**src/rtl/uart_tx_sched.sv**
```systemverilog
// uart_tx_sched: round-robin packet scheduler sharing one uart_tx between
// NREQ requesters. Each grant emits a framed packet (header, payload hi,
// payload lo) byte by byte through tx_start / tx_done_tick, with a per-byte
// watchdog that aborts the packet if tx_done_tick never arrives.
// Optional feature macro: UART_SCHED_CHECKSUM_EN appends byte3 = b0^b1^b2.
module uart_tx_sched #(
  parameter int NREQ    = 3,
  parameter int TIMEOUT = 40000,
  parameter int TO_W    = 16
) (
  input  logic                 pclk,
  input  logic                 rst,
  input  logic [NREQ-1:0]      req,
  input  logic [16*NREQ-1:0]   req_data,
  output logic [NREQ-1:0]      grant,
  output logic                 busy,
  output logic                 tx_start,
  output logic [7:0]           tx_data,
  input  logic                 tx_done_tick,
  output logic                 err_timeout
);

`ifdef UART_SCHED_CHECKSUM_EN
  localparam logic [1:0] LAST_IDX = 2'd3;
`else
  localparam logic [1:0] LAST_IDX = 2'd2;
`endif

  localparam logic [TO_W-1:0] TO_LAST = TO_W'(TIMEOUT - 1);
  localparam logic [1:0]      PTR_MAX = 2'(NREQ - 1);

  typedef enum logic [1:0] {
    IDLE = 2'd0,
    ARB  = 2'd1,
    SEND = 2'd2,
    WAIT = 2'd3
  } state_t;

  state_t            state_r;
  state_t            state_nx_s;
  logic [1:0]        ptr_r;
  logic [1:0]        idx_r;
  logic [1:0]        win_r;
  logic [15:0]       data_r;
  logic [TO_W-1:0]   to_cnt_r;
  logic [NREQ-1:0]   grant_r;
  logic              busy_r;
  logic              tx_start_r;
  logic [7:0]        tx_data_r;
  logic              err_timeout_r;

  logic              found_s;
  logic [1:0]        win_s;
  logic              last_byte_s;
  logic              to_hit_s;

`ifdef UART_SCHED_CHECKSUM_EN
  // XOR of the three data-bearing bytes of the frame.
  function automatic logic [7:0] frame_checksum(input logic [7:0] hdr,
                                                input logic [15:0] d);
    frame_checksum = hdr ^ d[15:8] ^ d[7:0];
  endfunction
`endif

  // Byte sel of the frame for winner w carrying payload d.
  function automatic logic [7:0] frame_byte(input logic [1:0]  sel,
                                            input logic [1:0]  w,
                                            input logic [15:0] d);
    logic [7:0] hdr;
    hdr = {4'hA, 2'b00, w};
    case (sel)
      2'd0:    frame_byte = hdr;
      2'd1:    frame_byte = d[15:8];
      2'd2:    frame_byte = d[7:0];
`ifdef UART_SCHED_CHECKSUM_EN
      2'd3:    frame_byte = frame_checksum(hdr, d);
`endif
      default: frame_byte = 8'h00;
    endcase
  endfunction

  assign last_byte_s = (idx_r == LAST_IDX);
  assign to_hit_s    = (to_cnt_r == TO_LAST);

  // Round-robin search: lowest offset from ptr_r with req set wins
  // (scan from the far end so nearer candidates overwrite farther ones).
  always_comb begin
    found_s = 1'b0;
    win_s   = 2'd0;
    for (int k = NREQ - 1; k >= 0; k--) begin
      if (req[(int'(ptr_r) + k) % NREQ]) begin
        found_s = 1'b1;
        win_s   = 2'((int'(ptr_r) + k) % NREQ);
      end else begin
        found_s = found_s;
        win_s   = win_s;
      end
    end
  end

  // Next-state logic; tx_done_tick has priority over the watchdog.
  always_comb begin
    state_nx_s = state_r;
    case (state_r)
      IDLE: begin
        if (|req) state_nx_s = ARB;
        else      state_nx_s = IDLE;
      end
      ARB: begin
        if (found_s) state_nx_s = SEND;
        else         state_nx_s = IDLE;
      end
      SEND: state_nx_s = WAIT;
      WAIT: begin
        if (tx_done_tick) begin
          if (last_byte_s) state_nx_s = IDLE;
          else             state_nx_s = SEND;
        end else if (to_hit_s) begin
          state_nx_s = IDLE;
        end else begin
          state_nx_s = WAIT;
        end
      end
      default: state_nx_s = IDLE;
    endcase
  end

  // State register.
  always_ff @(posedge pclk) begin
    if (rst) state_r <= IDLE;
    else     state_r <= state_nx_s;
  end

  // Datapath and registered outputs; pulses default low every cycle.
  always_ff @(posedge pclk) begin
    if (rst) begin
      ptr_r         <= 2'd0;
      idx_r         <= 2'd0;
      win_r         <= 2'd0;
      data_r        <= 16'h0000;
      to_cnt_r      <= '0;
      grant_r       <= '0;
      busy_r        <= 1'b0;
      tx_start_r    <= 1'b0;
      tx_data_r     <= 8'h00;
      err_timeout_r <= 1'b0;
    end else begin
      grant_r       <= '0;
      tx_start_r    <= 1'b0;
      err_timeout_r <= 1'b0;
      case (state_r)
        ARB: begin
          if (found_s) begin
            grant_r[win_s] <= 1'b1;
            data_r         <= req_data[{win_s, 4'b0000} +: 16];
            win_r          <= win_s;
            busy_r         <= 1'b1;
            idx_r          <= 2'd0;
            ptr_r          <= (win_s == PTR_MAX) ? 2'd0 : win_s + 2'd1;
          end
        end
        SEND: begin
          tx_data_r  <= frame_byte(idx_r, win_r, data_r);
          tx_start_r <= 1'b1;
          to_cnt_r   <= '0;
        end
        WAIT: begin
          if (tx_done_tick) begin
            if (last_byte_s) busy_r <= 1'b0;
            else             idx_r  <= idx_r + 2'd1;
          end else if (to_hit_s) begin
            err_timeout_r <= 1'b1;
            busy_r        <= 1'b0;
          end else begin
            to_cnt_r <= to_cnt_r + 1'b1;
          end
        end
        default: begin
        end
      endcase
    end
  end

  assign grant       = grant_r;
  assign busy        = busy_r;
  assign tx_start    = tx_start_r;
  assign tx_data     = tx_data_r;
  assign err_timeout = err_timeout_r;

endmodule

```
**config.mk**
```make
export PLATFORM = sky130hd
export DESIGN_NAME = uart_tx_sched
export DESIGN_NICKNAME = d
export VERILOG_FILES = /design/src/rtl/uart_tx_sched.sv
export SDC_FILE = /design/constraint.sdc
export NUM_CORES = 1
export LEC_CHECK = 0
export ABC_CLOCK_PERIOD_IN_PS = 5000
export CAP_MARGIN = 25
export CORE_MARGIN = 5
export CORE_UTILIZATION = 42
export CTS_CLUSTER_DIAMETER = 100
export DETAILED_ROUTE_END_ITERATION = 7
export PLACE_DENSITY_LB_ADDON = 0.1
export SYNTH_ARGS = -nofsm -noshare
export SYNTH_HDL_FRONTEND = slang
export SYNTH_SLANG_ARGS = --single-unit
```
**constraint.sdc**
```tcl
create_clock -name pclk -period 5 [get_ports pclk]
set_clock_uncertainty 0.1 [all_clocks]
set_input_delay 0.5 -clock pclk [delete_from_list [all_inputs] [get_ports pclk]]
set_output_delay 0.5 -clock pclk [all_outputs]
set_load 0.02 [all_outputs]
```
# Word-level counts from Yosys, hierarchy flattened
# Cells that the tools add are included.
# classes
n_addsub	5
div_mod_pow	3
magnitude_cmp	5
n_eq_ne	14
n_shift	1
muxes	39
n_bitwise	3
n_reduce_logical	12
# op_table
operator	n
$lt 32x4->1 const B	3
$mod 32x3->32 const B	2
$shiftx 48x7->16	1
$mod 3x3->32 const B	1
$mux 16	2
$pmux 16 s2	1
$pmux 8 s3	1
$mux 2	11
$mux 1	17
$add 16x1->16 const B	1
$eq 16x16->1 const B	1
$ne 2x2->1 const B	5
$reduce_or 3->1	3
$eq 2x2->1 const B	4
$pmux 2 s4	1
$reduce_and 4->1	2
$bmux 1 s2	3
$ne 3x3->1 const B	2
$add 2x1->2 const B	2
$eq 2x1->1 const B	2
$logic_not 2->1	2
$pmux 2 s2	1
$reduce_bool 2->1	2
$add 2x1->3 const B	1
9 further kinds	11
# totals
regBits	54
inputBits	54
out_inout_bits	14

# Longest topological paths before layout
# Gate-level depths: netlist (run 1).
# depth
depth_word	12
ltp_mapped	10

# Least setup slack after synthesis (run 1)
# No wires, ideal clock.
# synth_path
kind	register -> register
from	reg ptr_r[0]
to	reg data_r[0]
arrival_time_ns	1.938
slack_ns	2.837
path_stages_with_launch	11
path_buffers	3
synth_period_minus_slack_ns	2.163
cell_sequence	dfxtp_1 > inv_1 > ha_1 > buf_4 > nor2b_2 > a211oi_2 > o32a_1 > buf_6 > buf_8 > nor3_2 > o32ai_2
# synth_via
elab_chain_cells	9
word_cells_on_any_way	22
classes_between	add/sub: 2; div: 3; shift: 1; mux: 15; reduce/logical: 1
# synth_lines
element	line_no	rtl
start, declared	41	logic [1:0] ptr_r;
start signal, assigned	159	ptr_r <= (win_s == PTR_MAX) ? 2'd0 : win_s + 2'd1;
$add 2x2->3	91, 93	
$mod 32x3->32	91, 93	
$bmux 1 s2	91	if (req[(int'(ptr_r) + k) % NREQ]) begin
$mux 1 (implied by the code) (2 in series)	91	
$mux 2 or $mux 1 (tied branches) (3 in series)	91	
$shiftx 48x7->16 or $reduce_and 2->1 (tied branches)	n/a	
end signal, assigned	155	data_r <= req_data[{win_s, 4'b0000} +: 16];
end, declared	44	logic [15:0] data_r;
# Several ways; a longest one is shown, not always the timed one. The select of a mux whose other input is x is not followed.
# A chain may end at the register's enable or synchronous reset.

# Worst setup path after layout (run 1)
# layout_path
from	reg ptr_r[1]
to	reg data_r[10]
# The elaborated chain is that of the path after synthesis.

==> flow_summary_export.csv, run 1 <==
group,metric,value,unit
worst_hold_path,min_to,"busy",
timing,period_share,56.31,%
routing,drt-initial-drc-count,123,
outcome,status,"finished, final reports clean",
global_routing,grt_pass1_wl,11.99,mm
placement,pre_cts_ws,1.976,ns
worst_hold_path,holdPathStages,2,
cts,post_cts_buffers,0,
cts,clock_latency,0.30,ns
cts,h-tree-depth,2,
synth,netlist_area,0.002990,mm^2
global_routing,grt_overflow_total,0,
synth,async_reset_ff_share,0,%
synth,synth_fa_ha_area_share,3.347,%
cts,cts_root_buffer,"clkbuf_8",
power,peakVddDrop,0.1614,mV
synth,synth_compound_area_share,23.77,%
power,p_leak,1.208,nW
synth,ys.flop_type,"dfxtp_1",
cts,cts.path.max_buffers,2,
worst_hold_path,hp-class,"register to register",
setup_path,path_class,"register to register",
timing,hold_violations,0,
synth,syn-num-nets,393,
timing,slew_violations,0,
die,io_pins,68,
cells_and_area,diodes,0,
setup_path,cp_max_fo,17,
placement,post_dp_cell_area,0.003587,mm^2
cells_and_area,fillers,663,
synth,synthCells,331,
die,die_h,94.38,um
die,dieArea,0.008908,mm^2
cells_and_area,nets,442,
synth,ys_types,56,
global_routing,antenna_found_initial,0,
run,cap_violations,0,
routing,drc,0,
cells_and_area,area_growth,23.51,%
placement,dp_hpwl,5.381,mm
die,rows,30,
routing,viasPerCell,5.361,
cts,clk_pin_slew,0.09,ns
synth,postSynthAreaPerCell,9.034,um^2
cts,cts_buffers,5,
worst_hold_path,min-delay-start,"busy",
cts,cts_tree,"done",
synth,synth-seq-cells,54,
timing,setup_slack,2.185,ns
synth,ys_warn_count,0,
setup_path,rrSetupSlack,2.18,ns
routing,antenna_left,0,
die,die_x,94.38,um
timing,finalSetupViolCount,0,
synth,yosys-mux-area-fraction,1.799,%
timing,relSlewSlack,39.82,%
timing,fmax,355.2,MHz
die,initial_utilization,43.53,%
synth,synthSimpleGateAreaFrac,21.38,%
cts,postCtsHoldBufs,0,
cells_and_area,final_util,53.77,%
routing,first_pass_iters,4,
power,power_density,293.9,mW/mm^2
routing,vias,2557,
setup_path,critPathLaunchType,"register",
cells_and_area,drive_gt1_share,10.24,%
cells_and_area,multiInputGateArea,0.001618,mm^2
placement,placedCellCount,469,
placement,place_congestion,0.8245,
timing,holdWs,0.3684,ns
setup_path,timing.rr.start,"ptr_r[1]",
synth,ys_seq_area_share,36.15,%
synth,synth_top_family_by_area,"compound AO/OA/AOI/OAI gates",
global_routing,grt_max_degree,38,
global_routing,grt_usage,16.62,%
cells_and_area,stdcell_count,477,
timing,period_minus_slack,2.815,ns
cts,cts.sinks,54,
cells_and_area,final_area,0.003694,mm^2
cells_and_area,final-seq-area,0.001081,mm^2
die,core_area,0.006869,mm^2
routing,drt_wl_total,7.177,mm
setup_path,end_kind,"register",
cts,cts_resized,0,
timing,final.setup.tns,0,ns
timing,rsz0062_at_grt,"false",
routing,wl_per_cell,15.05,um
setup_path,worst-endpoint-required,5.11,ns
placement,place.port_buffers,67,
power,total_power,1.085,mW
setup_path,reg2reg_depth,7,
global_routing,grt_pass1_vias,2453,
synth,synth_edf_count,0,
synth,synth_xor_area_share,3.808,%
setup_path,worstPathArrival,2.93,ns
setup_path,r2r-end,"data_r[10]",
timing,tightest_slew,0.9015,ns
## cell usage after synthesis (2+ instances only)
library cell | instances | area share [%]
a21oi_1 | 11 | 1.8
a221oi_1 | 2 | 0.59
a222oi_1 | 2 | 0.67
a22oi_1 | 6 | 1.5
a31oi_1 | 3 | 0.63
and3_1 | 3 | 0.63
and4_1 | 3 | 0.88
buf_1 | 2 | 0.25
buf_2 | 4 | 0.67
buf_4 | 3 | 0.75
buf_6 | 8 | 3.0
buf_8 | 2 | 1.0
clkbuf_1 | 5 | 0.63
dfxtp_1 | 54 | 36
ha_1 | 8 | 3.3
inv_1 | 26 | 3.3
mux2i_1 | 4 | 1.3
nand2_1 | 20 | 2.5
nand2b_1 | 3 | 0.63
nand3_1 | 6 | 1.0
nand4_1 | 6 | 1.3
nor2_1 | 22 | 2.8
nor2b_1 | 2 | 0.42
nor3_1 | 32 | 5.4
nor3_2 | 9 | 3.0
nor4_1 | 2 | 0.42
o21ai_0 | 24 | 4.0
o22ai_2 | 3 | 1.3
o32ai_1 | 7 | 2.1
o32ai_2 | 9 | 4.9
or3_1 | 4 | 0.84
xnor2_1 | 5 | 1.5
xor2_1 | 8 | 2.3
## worst max-delay path: stages (launching register included)
cell	delay [ns]
dfxtp_1	0.35
inv_1	0.06
ha_1	0.44
mux2i_2	0.35
a32o_2	0.26
o32a_1	0.74
nor3_2	0.13
o32ai_2	0.29
## where the power goes
part           total (mW)  switching (mW)  internal [mW]
combinational       0.313           0.178          0.135
sequential          0.490          0.0272          0.463
clock               0.282           0.132          0.150
total                1.09           0.337          0.748
## worst max-delay path by stage
stage | startpoint | end | cells past startpoint
6_report | ptr_r[1] | data_r[10] | 7
5_1_grt | ptr_r[1] | data_r[2] | 7
4_1_cts | ptr_r[1] | data_r[12] | 7
3_5_place_dp | req[1] | data_r[10] | 6
3_3_place_gp | req[0] | data_r[1] | 6
2_1_floorplan | ptr_r[0] | data_r[0] | 10
## state kept, by name, indices dropped and copies added, names as in the netlist
register,count
data_r,16
tx_start,1
to_cnt_r,16
ptr_r,2
state_r,2
win_r,2
err_timeout,1
busy,1
tx_data,8
grant,3
idx_r,2
## kinds of logic after synthesis
| logic type | after synthesis |
|---|---|
| flip-flops | 54 |
| buffers and inverters | 51 |
| multiplexers | 5 |
| XOR/XNOR | 13 |
| AND/OR/NAND/NOR | 118 |
| AO/OA/AOI/OAI | 82 |
| adder cells (fa/ha/maj) | 8 |
## per-layer routing
metal  up-vias  share of wire (%)  GRT usage [%]
li1       1298                  -              -
met1      1186                 48          23.69
met2        69                 46          25.59
met3         4                5.0          3.586
met4         0               0.85          3.971
met5         -                  0              0
## layout make-up
cell class              count  area share [%]
clock buffers               7           2.066
clock inverters             1          0.8130
inverters                  26           2.642
multi-input cells         226           43.80
flip-flops and latches     54           29.27
well taps                  96           3.252
repair buffers             67           18.16
## cell usage in the layout (no fill, tap or decap), types with 9 or more instances in the layout
master and n:
nor2_1 22, clkdlybuf4s50_1 67, dfxtp_1 54, nand2_1 20, o21ai_0 24, nor3_1 32, nor3_2 9, inv_1 26
o32ai_2 9, a21oi_1 11
Power figures use the tool's default switching activity.
==> run 2, diff against run 1 <==
Settings changed: ABC_CLOCK_PERIOD_IN_PS 5000 to 2910.
Clock period 5 ns to 2.91 ns, I/O delays scaled along.
==> run 2 against run 1 <==
Against the previous run: utilization increased by 0.78 points; setup slack got worse by 1.8 ns; clock-buffer cell count increased by 1; sequential power increased by 72%; total power increased by 73%; clock power increased by 71%; cell area increased by 1.5%; non-clock buffer count increased by 5; wire length increased by 1.9%.
==> flow_summary_export.csv, run 2 (synthesis gave the netlist of run 1 again) <==
group,metric,value,unit
cells_and_area,final_cell_mix,"clkdlybuf4s50_1 (67), dfxtp_1 (54), nor3_1 (32)",
power,pwr-share-comb,29.7,%
cts,cts_resized,0,
setup_path,cp_max_fo,18,
die,io_pins,68,
placement,place_congestion,0.8355,
cts,postCtsHoldBufs,0,
die,core_area,0.006869,mm^2
setup_path,r2r-end,"data_r[2]",
placement,placedCellCount,474,
global_routing,grt_pass1_wl,11.85,mm
cts,clock_latency,0.30,ns
timing,final.setup.tns,0,ns
worst_hold_path,min-delay-start,"busy",
global_routing,grt_overflow_total,0,
setup_path,critPathLaunchType,"register",
timing,relSlewSlack,48.28,%
cts,post_cts_buffers,0,
outcome,status,"finished, final reports clean",
power,p_switching,596.1,uW
routing,first_pass_iters,5,
power,clkPwrFrac,25.5,%
timing,period_share,86.91,%
cells_and_area,drive_gt1_share,11.92,%
cells_and_area,final_area,0.003747,mm^2
timing,fmax,395.4,MHz
worst_hold_path,min_to,"busy",
cts,cts.path.max_buffers,2,
cts,cts.sinks,54,
cts,cts_tree,"done",
global_routing,grt_usage,16.56,%
cells_and_area,area_growth,25.31,%
setup_path,rrSetupSlack,0.38,ns
timing,hold_violations,0,
routing,vias,2585,
setup_path,path_class,"register to register",
power,p_leak,1.241,nW
routing,drt-initial-drc-count,112,
timing,finalSetupViolCount,0,
die,dieArea,0.008908,mm^2
cts,h-tree-depth,2,
routing,viasPerCell,5.363,
worst_hold_path,holdPathStages,2,
run,cap_violations,0,
global_routing,antenna_found_initial,0,
timing,tightest_slew,0.7758,ns
timing,period_minus_slack,2.529,ns
routing,drc,0,
setup_path,worstPathArrival,2.63,ns
cts,cts_root_buffer,"clkbuf_8",
routing,drt_wl_total,7.310,mm
timing,setup_slack,0.3810,ns
cells_and_area,diodes,0,
global_routing,grt_max_degree,38,
power,p_sw_share,31.67,%
power,total_power,1.882,mW
cells_and_area,stdcell_count,482,
placement,post_dp_cell_area,0.003637,mm^2
die,rows,30,
routing,wl_per_cell,15.17,um
power,power_density,502.2,mW/mm^2
cells_and_area,nets,447,
die,die_h,94.38,um
worst_hold_path,hp-class,"register to register",
cells_and_area,final_common_cell,"clkdlybuf4s50_1",
placement,pre_cts_ws,0.3555,ns
setup_path,worst-endpoint-required,3.01,ns
placement,place.port_buffers,67,
timing,holdWs,0.3636,ns
setup_path,end_kind,"register",
timing,slew_violations,0,
die,die_x,94.38,um
global_routing,grt_pass1_vias,2467,
die,initial_utilization,43.53,%
routing,antenna_left,0,
power,power_frac_seq,44.8,%
cts,clk_pin_slew,0.09,ns
cells_and_area,final_util,54.55,%
setup_path,timing.rr.start,"ptr_r[1]",
cts,cts_buffers,5,
timing,rsz0062_at_grt,"false",
placement,dp_hpwl,5.381,mm
setup_path,reg2reg_depth,7,
power,p_int,1.286,mW
power,peakVddDrop,0.2792,mV
[run 2: changes by cell type in the layout (fill, tap and decap cells not counted)]
cell,before,now
clkbuf_1,2,0
buf_4,0,4
bufinv_16,1,0
buf_12,0,1
clkbuf_8,5,8
[run 2: layout make-up]
| class | instances | area [um^2] |
|---|---|---|
| clock buffer | 8 | 110.1 |
| fill | 653 | 3122 |
| inverter | 26 | 97.59 |
| multi-input combinational | 226 | 1618 |
| sequential | 54 | 1081 |
| tap | 96 | 120.1 |
| timing repair buffer | 72 | 720.7 |
[run 2: how the worst max path moves through the flow]
stage / cells past startpoint / end / startpoint / slack (ns)
5_1_grt: 7 / data_r[7] / ptr_r[1] / 0.21
2_1_floorplan: 10 / data_r[0] / ptr_r[0] / 0.75
6_report: 7 / data_r[2] / ptr_r[1] / 0.38
4_1_cts: 7 / data_r[2] / ptr_r[0] / 0.39
3_3_place_gp: 6 / data_r[0] / req[1] / 0.42
3_5_place_dp: 6 / data_r[2] / req[1] / 0.36
[run 2: worst max-delay path: stages, from the launching register on]
cell     delay, ns
dfxtp_1       0.36
inv_1         0.07
ha_1          0.45
mux2i_1       0.40
o22ai_2       0.17
o32ai_4       0.47
nor3_1        0.11
o32ai_1       0.31
[run 2: power by group through the flow]
| stage | sequential [mW] | combinational (mW) | clock, mW |
|---|---|---|---|
| final | 0.843 | 0.558 | 0.481 |
| after floorplan | 0.846 | 0.431 | 0 |
| after detailed placement | 0.860 | 0.556 | 0 |
| after global placement | 0.859 | 0.551 | 0 |
| after global routing | 0.851 | 0.609 | 0.523 |
| after CTS | 0.843 | 0.560 | 0.495 |
[run 2: routing by layer]
metal / share of wire, % / up-vias / GRT usage [%]
met3: 3.8 / 7 / 3.347
met5: 0 / - / 0
li1: - / 1305 / -
met4: 1.3 / 0 / 5.656
met2: 44 / 61 / 25.00
met1: 50 / 1212 / 23.43
==> run 3, diff against run 2 <==
Settings changed: ABC_CLOCK_PERIOD_IN_PS 2910 to 3100, CTS_CLUSTER_SIZE set to 12.
Clock period 2.91 ns to 3.1 ns, I/O delays scaled along.
==> run 3 against run 2 <==
Against the previous run: clock power fell by 16%; sequential cell count did not move; fmax fell by 4.7%; combinational power decreased by 6.1%; non-clock buffer count unchanged; global-route usage is 0.27 points higher; via count fell by 1.1%; sequential share of layout area rose by 0.24 points; critical path type unchanged; largest cell class unchanged.
==> flow_summary_export.csv, run 3 (synthesis gave the netlist of run 1 again) <==
group,metric,value,unit
placement,dp_hpwl,5.421,mm
timing,tightest_slew,0.8297,ns
die,core_area,0.006869,mm^2
timing,rsz0062_at_grt,"false",
routing,vias,2556,
setup_path,end_kind,"register",
run,cap_violations,0,
routing,drt_wl_total,7.296,mm
cells_and_area,diodes,0,
timing,period_share,85.60,%
die,die_x,94.38,um
global_routing,grt_max_degree,30,
setup_path,critPathLaunchType,"register",
die,dieArea,0.008908,mm^2
outcome,status,"finished, final reports clean",
cts,cts_tree,"done",
global_routing,antenna_found_initial,0,
worst_hold_path,min-delay-start,"busy",
die,die_h,94.38,um
worst_hold_path,holdPathStages,2,
cells_and_area,final-seq-area,0.001081,mm^2
timing,holdWs,0.3597,ns
die,rows,30,
cells_and_area,final_util,54.10,%
cells_and_area,final_cell_mix,"clkdlybuf4s50_1 (67), dfxtp_1 (54), nor3_1 (32)",
die,io_pins,68,
routing,viasPerCell,5.303,
setup_path,timing.rr.start,"ptr_r[0]",
placement,place.port_buffers,67,
cells_and_area,area_growth,24.27,%
die,initial_utilization,43.53,%
cts,cts_buffers,5,
cts,clock_latency,0.30,ns
placement,place_congestion,0.8074,
timing,hold_violations,0,
power,peakVddDrop,0.3653,mV
timing,final.setup.tns,0,ns
cts,h-tree-depth,2,
global_routing,grt_usage,16.83,%
cells_and_area,multiInputGateArea,0.001618,mm^2
setup_path,reg2reg_depth,7,
cts,cts.sinks,54,
power,p_switching,559.9,uW
cts,post_cts_buffers,0,
routing,antenna_left,0,
routing,drc,0,
timing,relSlewSlack,44.69,%
power,p_sw_share,32.56,%
setup_path,rrSetupSlack,0.45,ns
worst_hold_path,hp-class,"register to register",
cells_and_area,fillers,656,
cts,cts_resized,0,
timing,slew_violations,0,
cts,cts.path.max_buffers,2,
cts,cts_root_buffer,"clkbuf_8",
cells_and_area,drive_gt1_share,11.66,%
power,p_leak,1.228,nW
power,power_frac_seq,45.9,%
setup_path,path_class,"register to register",
global_routing,grt_pass1_vias,2504,
cells_and_area,final_common_cell,"clkdlybuf4s50_1",
timing,finalSetupViolCount,0,
global_routing,grt_overflow_total,0,
setup_path,r2r-end,"data_r[2]",
power,total_power,1.720,mW
setup_path,worst-endpoint-required,3.21,ns
routing,first_pass_iters,4,
setup_path,cp_max_fo,16,
power,p_int,1.160,mW
worst_hold_path,min_to,"busy",
power,power_density,462.8,mW/mm^2
routing,drt-initial-drc-count,133,
power,pwr-share-comb,30.5,%
routing,wl_per_cell,15.14,um
cts,postCtsHoldBufs,0,
setup_path,worstPathArrival,2.77,ns
cts,clk_pin_slew,0.10,ns
timing,period_minus_slack,2.654,ns
timing,fmax,376.9,MHz
cells_and_area,nets,447,
power,clkPwrFrac,23.6,%
global_routing,grt_pass1_wl,12.12,mm
[run 3: cell count changes in the layout (fill, tap and decap cells not counted)]
cell      change
buf_4         +1
clkinv_2      +1
clkbuf_8      -2
buf_12        -1
clkbuf_1      +1
[run 3: worst max path at each step]
stage / start / end / slack, ns / depth (start not counted)
after global routing: ptr_r[0] / data_r[5] / 0.23 / 7
after floorplan: ptr_r[0] / data_r[0] / 0.94 / 10
after detailed placement: ptr_r[0] / data_r[4] / 0.49 / 7
after CTS: ptr_r[0] / data_r[4] / 0.45 / 7
final: ptr_r[0] / data_r[2] / 0.45 / 7
after global placement: ptr_r[0] / data_r[15] / 0.57 / 7
[run 3: metrics by stage]
step | instances | cell area (um^2) | setup slack, ns
after floorplan | 331 | 2990 | 0.9372
after global placement | 474 | 3625 | 0.5674
after detailed placement | 474 | 3625 | 0.4909
after CTS | 482 | 3716 | 0.4531
after global routing | 482 | 3716 | 0.2349
final | 482 | 3716 | 0.4464
[run 3: layer usage]
layer  up-vias  GRT usage (%)  routed length (um)
li1       1303              -                   -
met1      1167          24.29                3591
met2        80          25.30                3153
met3         6          4.064                 471
met4         0          3.851                  80
met5         -              0                   0
[run 3: critical path, cell delays in order, from the launching register on]
cell	delay, ns
dfxtp_1	0.34
inv_1	0.08
ha_1	0.44
mux2i_1	0.34
o22ai_2	0.15
o311ai_4	0.47
nand2b_2	0.40
o32ai_1	0.23
[run 3: layout make-up]
type / instances / share of cell area (%)
clock buffer: 7 / 2.323
clock inverter: 1 / 0.1347
inverter: 26 / 2.626
multi-input combinational: 226 / 43.54
sequential: 54 / 29.09
tap: 96 / 3.232
timing repair buffer: 72 / 19.06
[run 3: power groups by stage]
stage | clock [mW] | combinational, mW | sequential [mW]
finish | 0.406 | 0.524 | 0.790
global placement | 0 | 0.517 | 0.807
global route | 0.450 | 0.572 | 0.799
detailed placement | 0 | 0.522 | 0.806
floorplan | 0 | 0.404 | 0.795
CTS | 0.419 | 0.525 | 0.790
